[config.mk]
export PLATFORM = sky130hd
export DESIGN_NAME = mult_seq_flat
export DESIGN_NICKNAME = d
export VERILOG_FILES = /design/src/rtl/mult_seq_pkg.sv /design/src/rtl/mult_seq_if.sv /design/src/rtl/ALU32.sv /design/src/rtl/mult_seq.sv /design/src/flat_wrapper.sv
export SDC_FILE = /design/constraint.sdc
export NUM_CORES = 1
export LEC_CHECK = 0
export BUFFER_PORTS_ARGS = -buffer_cell sky130_fd_sc_hd__buf_4
export CAP_MARGIN = 25
export CORE_UTILIZATION = 60
export DETAILED_ROUTE_END_ITERATION = 8
export PLACE_DENSITY = 0.85
export SETUP_SLACK_MARGIN = 0.2
export SLEW_MARGIN = 15
export SYNTH_ARGS = -nofsm -noshare
export SYNTH_HDL_FRONTEND = slang
export SYNTH_SLANG_ARGS = --single-unit
export TNS_END_PERCENT = 50
[constraint.sdc]
create_clock -name clk -period 4.9 [get_ports clk]
set_input_delay 0.98 -clock clk [delete_from_list [all_inputs] [get_ports clk]]
set_output_delay 0.98 -clock clk [all_outputs]
set_load 0.005 [all_outputs]
[src/rtl/mult_seq_pkg.sv]
// ------------------------------------------------------------------
// mult_seq_pkg : shared ALU opcodes and datapath width for mult_seq
// Revision     : 1.0
// ------------------------------------------------------------------
`default_nettype none

package mult_seq_pkg;

  localparam int WORD_W = 32;

  // Opcode values are shared with the ALU control decoder.
  typedef enum logic [1:0] {
    ALU_AND = 2'd0,
    ALU_OR  = 2'd1,
    ALU_ADD = 2'd2
  } alu_op_e;

endpackage

`default_nettype wire

[src/rtl/mult_seq_if.sv]
// ------------------------------------------------------------------
// mult_seq_if : start/busy/done handshake and product bus of mult_seq
// Revision    : 1.0
// ------------------------------------------------------------------
`default_nettype none

interface mult_seq_if;
  import mult_seq_pkg::*;

  logic              start;
  logic [WORD_W-1:0] mcand;
  logic [WORD_W-1:0] mplier;
  logic              busy;
  logic              done;
  logic [WORD_W-1:0] hi;
  logic [WORD_W-1:0] lo;
  logic              prod_zero;

  modport master (
    output start, mcand, mplier,
    input  busy, done, hi, lo, prod_zero
  );

  modport slave (
    input  start, mcand, mplier,
    output busy, done, hi, lo, prod_zero
  );

endinterface

`default_nettype wire

[src/rtl/ALU32.sv]
// ------------------------------------------------------------------
// ALU32    : 32-bit AND/OR/ADD unit with carry-out and zero flag
// Revision : 1.0
// ------------------------------------------------------------------
`default_nettype none

module ALU32
  import mult_seq_pkg::*;
(
  output logic [31:0] result,
  output logic        Cout,
  output logic        zero,
  input  logic [31:0] A,
  input  logic [31:0] B,
  input  logic        Cin,
  input  logic [1:0]  opcode
);

  logic [32:0] sum;

  always_comb begin
    sum    = {1'b0, A} + {1'b0, B} + {32'd0, Cin};
    result = '0;
    Cout   = 1'b0;
    case (opcode)
      ALU_AND: result = A & B;
      ALU_OR:  result = A | B;
      ALU_ADD: {Cout, result} = sum;
      default: result = '0;
    endcase
  end

  assign zero = (result == 32'd0);

endmodule

`default_nettype wire

[src/rtl/mult_seq.sv]
// ------------------------------------------------------------------
// mult_seq : sequential 32x32 unsigned shift-and-add multiplier, one
//            ALU32 addition per multiplier bit, 64-bit HI/LO result
// Revision : 1.0
// ------------------------------------------------------------------
`default_nettype none

module mult_seq
  import mult_seq_pkg::*;
(
  input  logic       clk,
  input  logic       rst_n,
  mult_seq_if.slave  bus
);

  typedef enum logic [1:0] {
    IDLE = 2'd0,
    CALC = 2'd1,
    DONE = 2'd2
  } state_e;

  state_e            state_q, state_d;
  logic [4:0]        cnt_q, cnt_d;
  logic [WORD_W-1:0] mcand_q, mcand_d;
  logic [WORD_W-1:0] hi_q, hi_d;
  logic [WORD_W-1:0] lo_q, lo_d;

  logic [WORD_W-1:0] alu_b;
  logic [WORD_W-1:0] alu_sum;
  logic              alu_cout;
  logic              alu_zero_unused;

  // The ALU is driven every cycle; its result only matters in CALC.
  assign alu_b = lo_q[0] ? mcand_q : '0;

  ALU32 u_alu (
    .result (alu_sum),
    .Cout   (alu_cout),
    .zero   (alu_zero_unused),
    .A      (hi_q),
    .B      (alu_b),
    .Cin    (1'b0),
    .opcode (ALU_ADD)
  );

  always_comb begin
    state_d = state_q;
    cnt_d   = cnt_q;
    mcand_d = mcand_q;
    hi_d    = hi_q;
    lo_d    = lo_q;
    case (state_q)
      IDLE: begin
        if (bus.start) begin
          mcand_d = bus.mcand;
          hi_d    = '0;
          lo_d    = bus.mplier;
          cnt_d   = 5'd0;
          state_d = CALC;
        end
      end
      CALC: begin
        // 65-bit {carry, sum, lo} shifted right by one into {hi, lo}.
        {hi_d, lo_d} = {alu_cout, alu_sum, lo_q[31:1]};
        cnt_d        = cnt_q + 5'd1;
        if (cnt_q == 5'd31) begin
          state_d = DONE;
        end
      end
      DONE:    state_d = IDLE;
      default: state_d = IDLE;
    endcase
  end

  always_ff @(posedge clk or negedge rst_n) begin
    if (!rst_n) begin
      state_q <= IDLE;
      cnt_q   <= 5'd0;
      mcand_q <= '0;
      hi_q    <= '0;
      lo_q    <= '0;
    end else begin
      state_q <= state_d;
      cnt_q   <= cnt_d;
      mcand_q <= mcand_d;
      hi_q    <= hi_d;
      lo_q    <= lo_d;
    end
  end

  assign bus.busy      = (state_q != IDLE);
  assign bus.done      = (state_q == DONE);
  assign bus.hi        = hi_q;
  assign bus.lo        = lo_q;
  assign bus.prod_zero = ({hi_q, lo_q} == 64'd0);

endmodule

`default_nettype wire
[src/flat_wrapper.sv]
// flat-port wrapper written by rule: the top's interface ports become plain ports
module mult_seq_flat import mult_seq_pkg::*;
  (clk, rst_n, bus_start, bus_mcand, bus_mplier, bus_busy, bus_done, bus_hi, bus_lo, bus_prod_zero);
  mult_seq_if bus_i ();
  input  logic clk;
  input  logic rst_n;
  input wire logic [$bits(bus_i.start)-1:0] bus_start;
  input wire logic [$bits(bus_i.mcand)-1:0] bus_mcand;
  input wire logic [$bits(bus_i.mplier)-1:0] bus_mplier;
  output wire logic [$bits(bus_i.busy)-1:0] bus_busy;
  output wire logic [$bits(bus_i.done)-1:0] bus_done;
  output wire logic [$bits(bus_i.hi)-1:0] bus_hi;
  output wire logic [$bits(bus_i.lo)-1:0] bus_lo;
  output wire logic [$bits(bus_i.prod_zero)-1:0] bus_prod_zero;
  assign bus_i.start = bus_start;
  assign bus_i.mcand = bus_mcand;
  assign bus_i.mplier = bus_mplier;
  assign bus_busy = bus_i.busy;
  assign bus_done = bus_i.done;
  assign bus_hi = bus_i.hi;
  assign bus_lo = bus_i.lo;
  assign bus_prod_zero = bus_i.prod_zero;
  mult_seq u_core (.clk(clk), .rst_n(rst_n), .bus(bus_i));
endmodule
==> run_results.csv <==
group,metric,value,unit
run_status,status,"complete, no violations",
logic_synthesis,synth_most_common_cell,"dfrtp_1",
power,finalPower,5.101,mW
floorplanning,initial_core_util,0.6220,
timing,fin_crit_sh,0.6935,
logic_synthesis,synth_fa_ha_area_frac,0.06906,
clock_network,clk_pin_slew,0.10,ns
logic_synthesis,yosysWarnings,0,
route,first_iter_violations,497,
logic_synthesis,ys_types,64,
logic_synthesis,yosys.area.top_type,"dfrtp_1",
logic_synthesis,synth_compound_area_frac,0.1967,
timing,finalSetupViolations,0,
timing,clock.fmax,294.3,MHz
logic_synthesis,synth_xor_area_frac,0.02987,
logic_synthesis,ys_seq_area_frac,0.3996,
power,cellPowerDensity,661.6,nW/um2
logic_synthesis,synthArstFlopShare,1.000,
clock_network,cts_setup_buffers,0,
route,via_per_inst,6.160,
timing,tightestPinTransition,1.006,ns
logic_synthesis,syn_avg_cell_area,9.034,um2
logic_synthesis,syn_nets,816,
timing,max_slew_margin,0.3291,
timing,final_hold_viol_count,0,
place,globalplace.congestion,0.9276,
cells_and_area,drive_gt1_frac,0.2491,
cells_and_area,instances_no_fill,959,
global_routing,grt-ovfl-total,0,
route,routed_wl,17350,um
power,p_leak,3.425,nW
global_routing,grt_pass1_wl,27940,um
hold_path,min_from,"u_core.mcand_q[23]",
clock_network,cts_buffers,9,
clock_network,cts_root_buf,"clkbuf_8",
timing,rsz0062_at_grt,"false",
floorplanning,die_area,11170,um2
logic_synthesis,synthTopCellsByArea,"dfrtp_1 (40%), ha_1 (6.6%), mux2_2 (5.6%)",
cells_and_area,antenna_cells,0,
floorplanning,die_width,105.7,um
timing,fin_crit,3.398,ns
cells_and_area,final_nets,920,
timing,drv_slew,0,
clock_network,ctsHoldBuffers,0,
logic_synthesis,syn_area,6450,um2
clock_network,cts_tree,"done",
critical_path,r2r_start,"u_core.bus.lo[0]",
logic_synthesis,synth_top_area_frac,0.3996,
logic_synthesis,ys.flop_type,"dfrtp_1",
logic_synthesis,synth_top_family_by_area,"simple AND/OR/NAND/NOR gates",
cells_and_area,area_growth,19.53,%
logic_synthesis,synth_edf_count,0,
route,routedWlPerCell,18.09,um
hold_path,holdPathEnd,"u_core.mcand_q[23]",
clock_network,clkLatencyLatePin,0.39,ns
floorplanning,fp.coreArea,10370,um2
critical_path,cp-end-kind,"flop",
place,placed_cells,942,
critical_path,crit_required,5.22,ns
critical_path,criticalPathCategory,"reg -> reg",
global_routing,grt_use_total,0.3172,
logic_synthesis,ys_ff_latch,103,
clock_network,clock_path_buffers,2,
critical_path,critPathLaunchType,"flop",
logic_synthesis,synth_common_cells,"dfrtp_1 (103), nand2_1 (88), a21oi_1 (69)",
clock_network,h-tree-depth,3,
floorplanning,io_pins,134,
power,ir_worst_vdd,0.0003591,V
critical_path,r2r_slack,1.50,ns
critical_path,slowest_stage,"dfrtp_1",
logic_synthesis,synthMuxAreaShare,0.05742,
timing,skew,0.008112,ns
timing,final.setup.tns,0,ns
clock_network,cts_resized,0,
logic_synthesis,synthCells,714,
global_routing,antenna_found_initial,0,
route,detail-route-antenna-nets,0,
logic_synthesis,synthSimpleGateAreaFrac,0.2111,
critical_path,crit_chain,"buf_8, and2_1, ha_1, inv_1, fa_1, nor2b_1, o211ai_2, nand3b_1, a21oi_1, a31oi_1, a21boi_1, or4_1, nand3_1",
place,hpwl,12570,um
floorplanning,die_y,105.7,um
place,port_buffers,133,
clock_network,clock_sinks,103,
critical_path,max_stage_delay,0.62,ns
global_routing,grt_pass1_vias,5685,
critical_path,crit_fanout,23,
critical_path,reg2reg_depth,13,
hold_path,min_path_type,"reg -> reg",
route,drtPass1Iterations,7,
hold_path,min_path_cells,1,
route,drc,0,
floorplanning,placementRows,37,
critical_path,reg2reg_to,"u_core.bus.hi[25]",
critical_path,cp.arrival,3.72,ns
route,num_vias,5907,
flow_run,drv_cap,0,
global_routing,grt_max_degree,61,
[per-stage QoR]
stage / hold WS [ns] / setup WS (ns) / cell area, um2 / utilization
after CTS: 0.5118 / 1.286 / 7695 / 0.7420
after floorplan: 0.4508 / 2.281 / 6450 / -
after detailed placement: 0.4887 / 1.308 / 7498 / 0.7231
final: 0.5094 / 1.502 / 7710 / 0.7435
after global placement: 0.4752 / 1.520 / 7498 / 0.7231
after global routing: 0.5205 / 1.323 / 7710 / 0.7435
[worst max-delay path, delay by kind of cell, from the launching register on]
family                   cells  cell delay (ns)
flip-flops                   1             0.62
adder cells (fa/ha/maj)      2             0.58
AND/OR/NAND/NOR              5             1.04
AO/OA/AOI/OAI                4             0.81
buffers and inverters        2             0.29
[logic make-up after synthesis]
| family | Yosys count |
|---|---|
| flip-flops | 103 |
| multiplexers | 33 |
| AND/OR/NAND/NOR | 255 |
| adder cells (fa/ha/maj) | 35 |
| XOR/XNOR | 22 |
| AO/OA/AOI/OAI | 207 |
| buffers and inverters | 59 |
[power by group]
part	switching (mW)	internal, mW	total [mW]
registers	0.433	1.28	1.71
clock network	0.303	0.249	0.552
logic	1.51	1.33	2.84
[sequential cells by signal (all words and copies together) (netlist names)]
name            count
u_core.bus.hi      32
u_core.bus.lo      32
u_core.cnt_q        5
u_core.mcand_q     32
u_core.state_q      2
[how the worst max path moves through the flow]
stage | from | endpoint | slack [ns]
after floorplan | u_core.bus.lo[0] | u_core.bus.hi[31] | 2.28
after global placement | u_core.bus.lo[0] | u_core.bus.hi[25] | 1.52
after detailed placement | u_core.bus.lo[0] | u_core.bus.hi[29] | 1.31
after CTS | u_core.bus.lo[0] | u_core.bus.hi[29] | 1.29
after global routing | u_core.bus.lo[0] | u_core.bus.hi[25] | 1.32
final | u_core.bus.lo[0] | u_core.bus.hi[25] | 1.50
[layout make-up]
class,count,area [um2]
inverters,11,41.29
clock buffers,10,137.6
fillers,773,2660
multi-input cells,552,3657
repair buffers,141,1066
flip-flops and latches,103,2579
well taps,136,170.2
clock inverters,6,58.81
[placed cells by master, fill, tap and decap left out, types with 2 or more instances in the layout]
cell type	instances
a211o_1	3
a21boi_0	2
a21o_1	14
a21oi_1	69
a21oi_2	2
a22o_1	2
a31o_2	2
a31oi_1	5
and2_1	33
and3_1	5
buf_4	140
clkbuf_8	10
clkinv_2	4
dfrtp_1	102
ha_1	34
inv_1	10
mux2_2	32
nand2_1	88
nand2b_1	5
nand3_1	17
nand3b_1	2
nand4_1	14
nor2_1	19
nor2b_1	5
nor3_1	6
nor3b_1	32
nor4_1	18
o2111ai_1	3
o211ai_1	2
o21ai_0	64
o21ai_1	4
o21bai_1	5
o22ai_1	9
or3_1	3
or4_1	3
xnor2_1	10
xor2_1	12
[routing by layer]
metal | GRT usage | share of wire | vias up
met3 | 0.06555 | 0.069 | 25
met1 | 0.4146 | 0.43 | 2817
met2 | 0.5359 | 0.49 | 272
met4 | 0.08333 | 0.015 | 0
met5 | 0 | 0 | -
li1 | - | - | 2793
No activity file was read; power rests on OpenSTA's default activity.
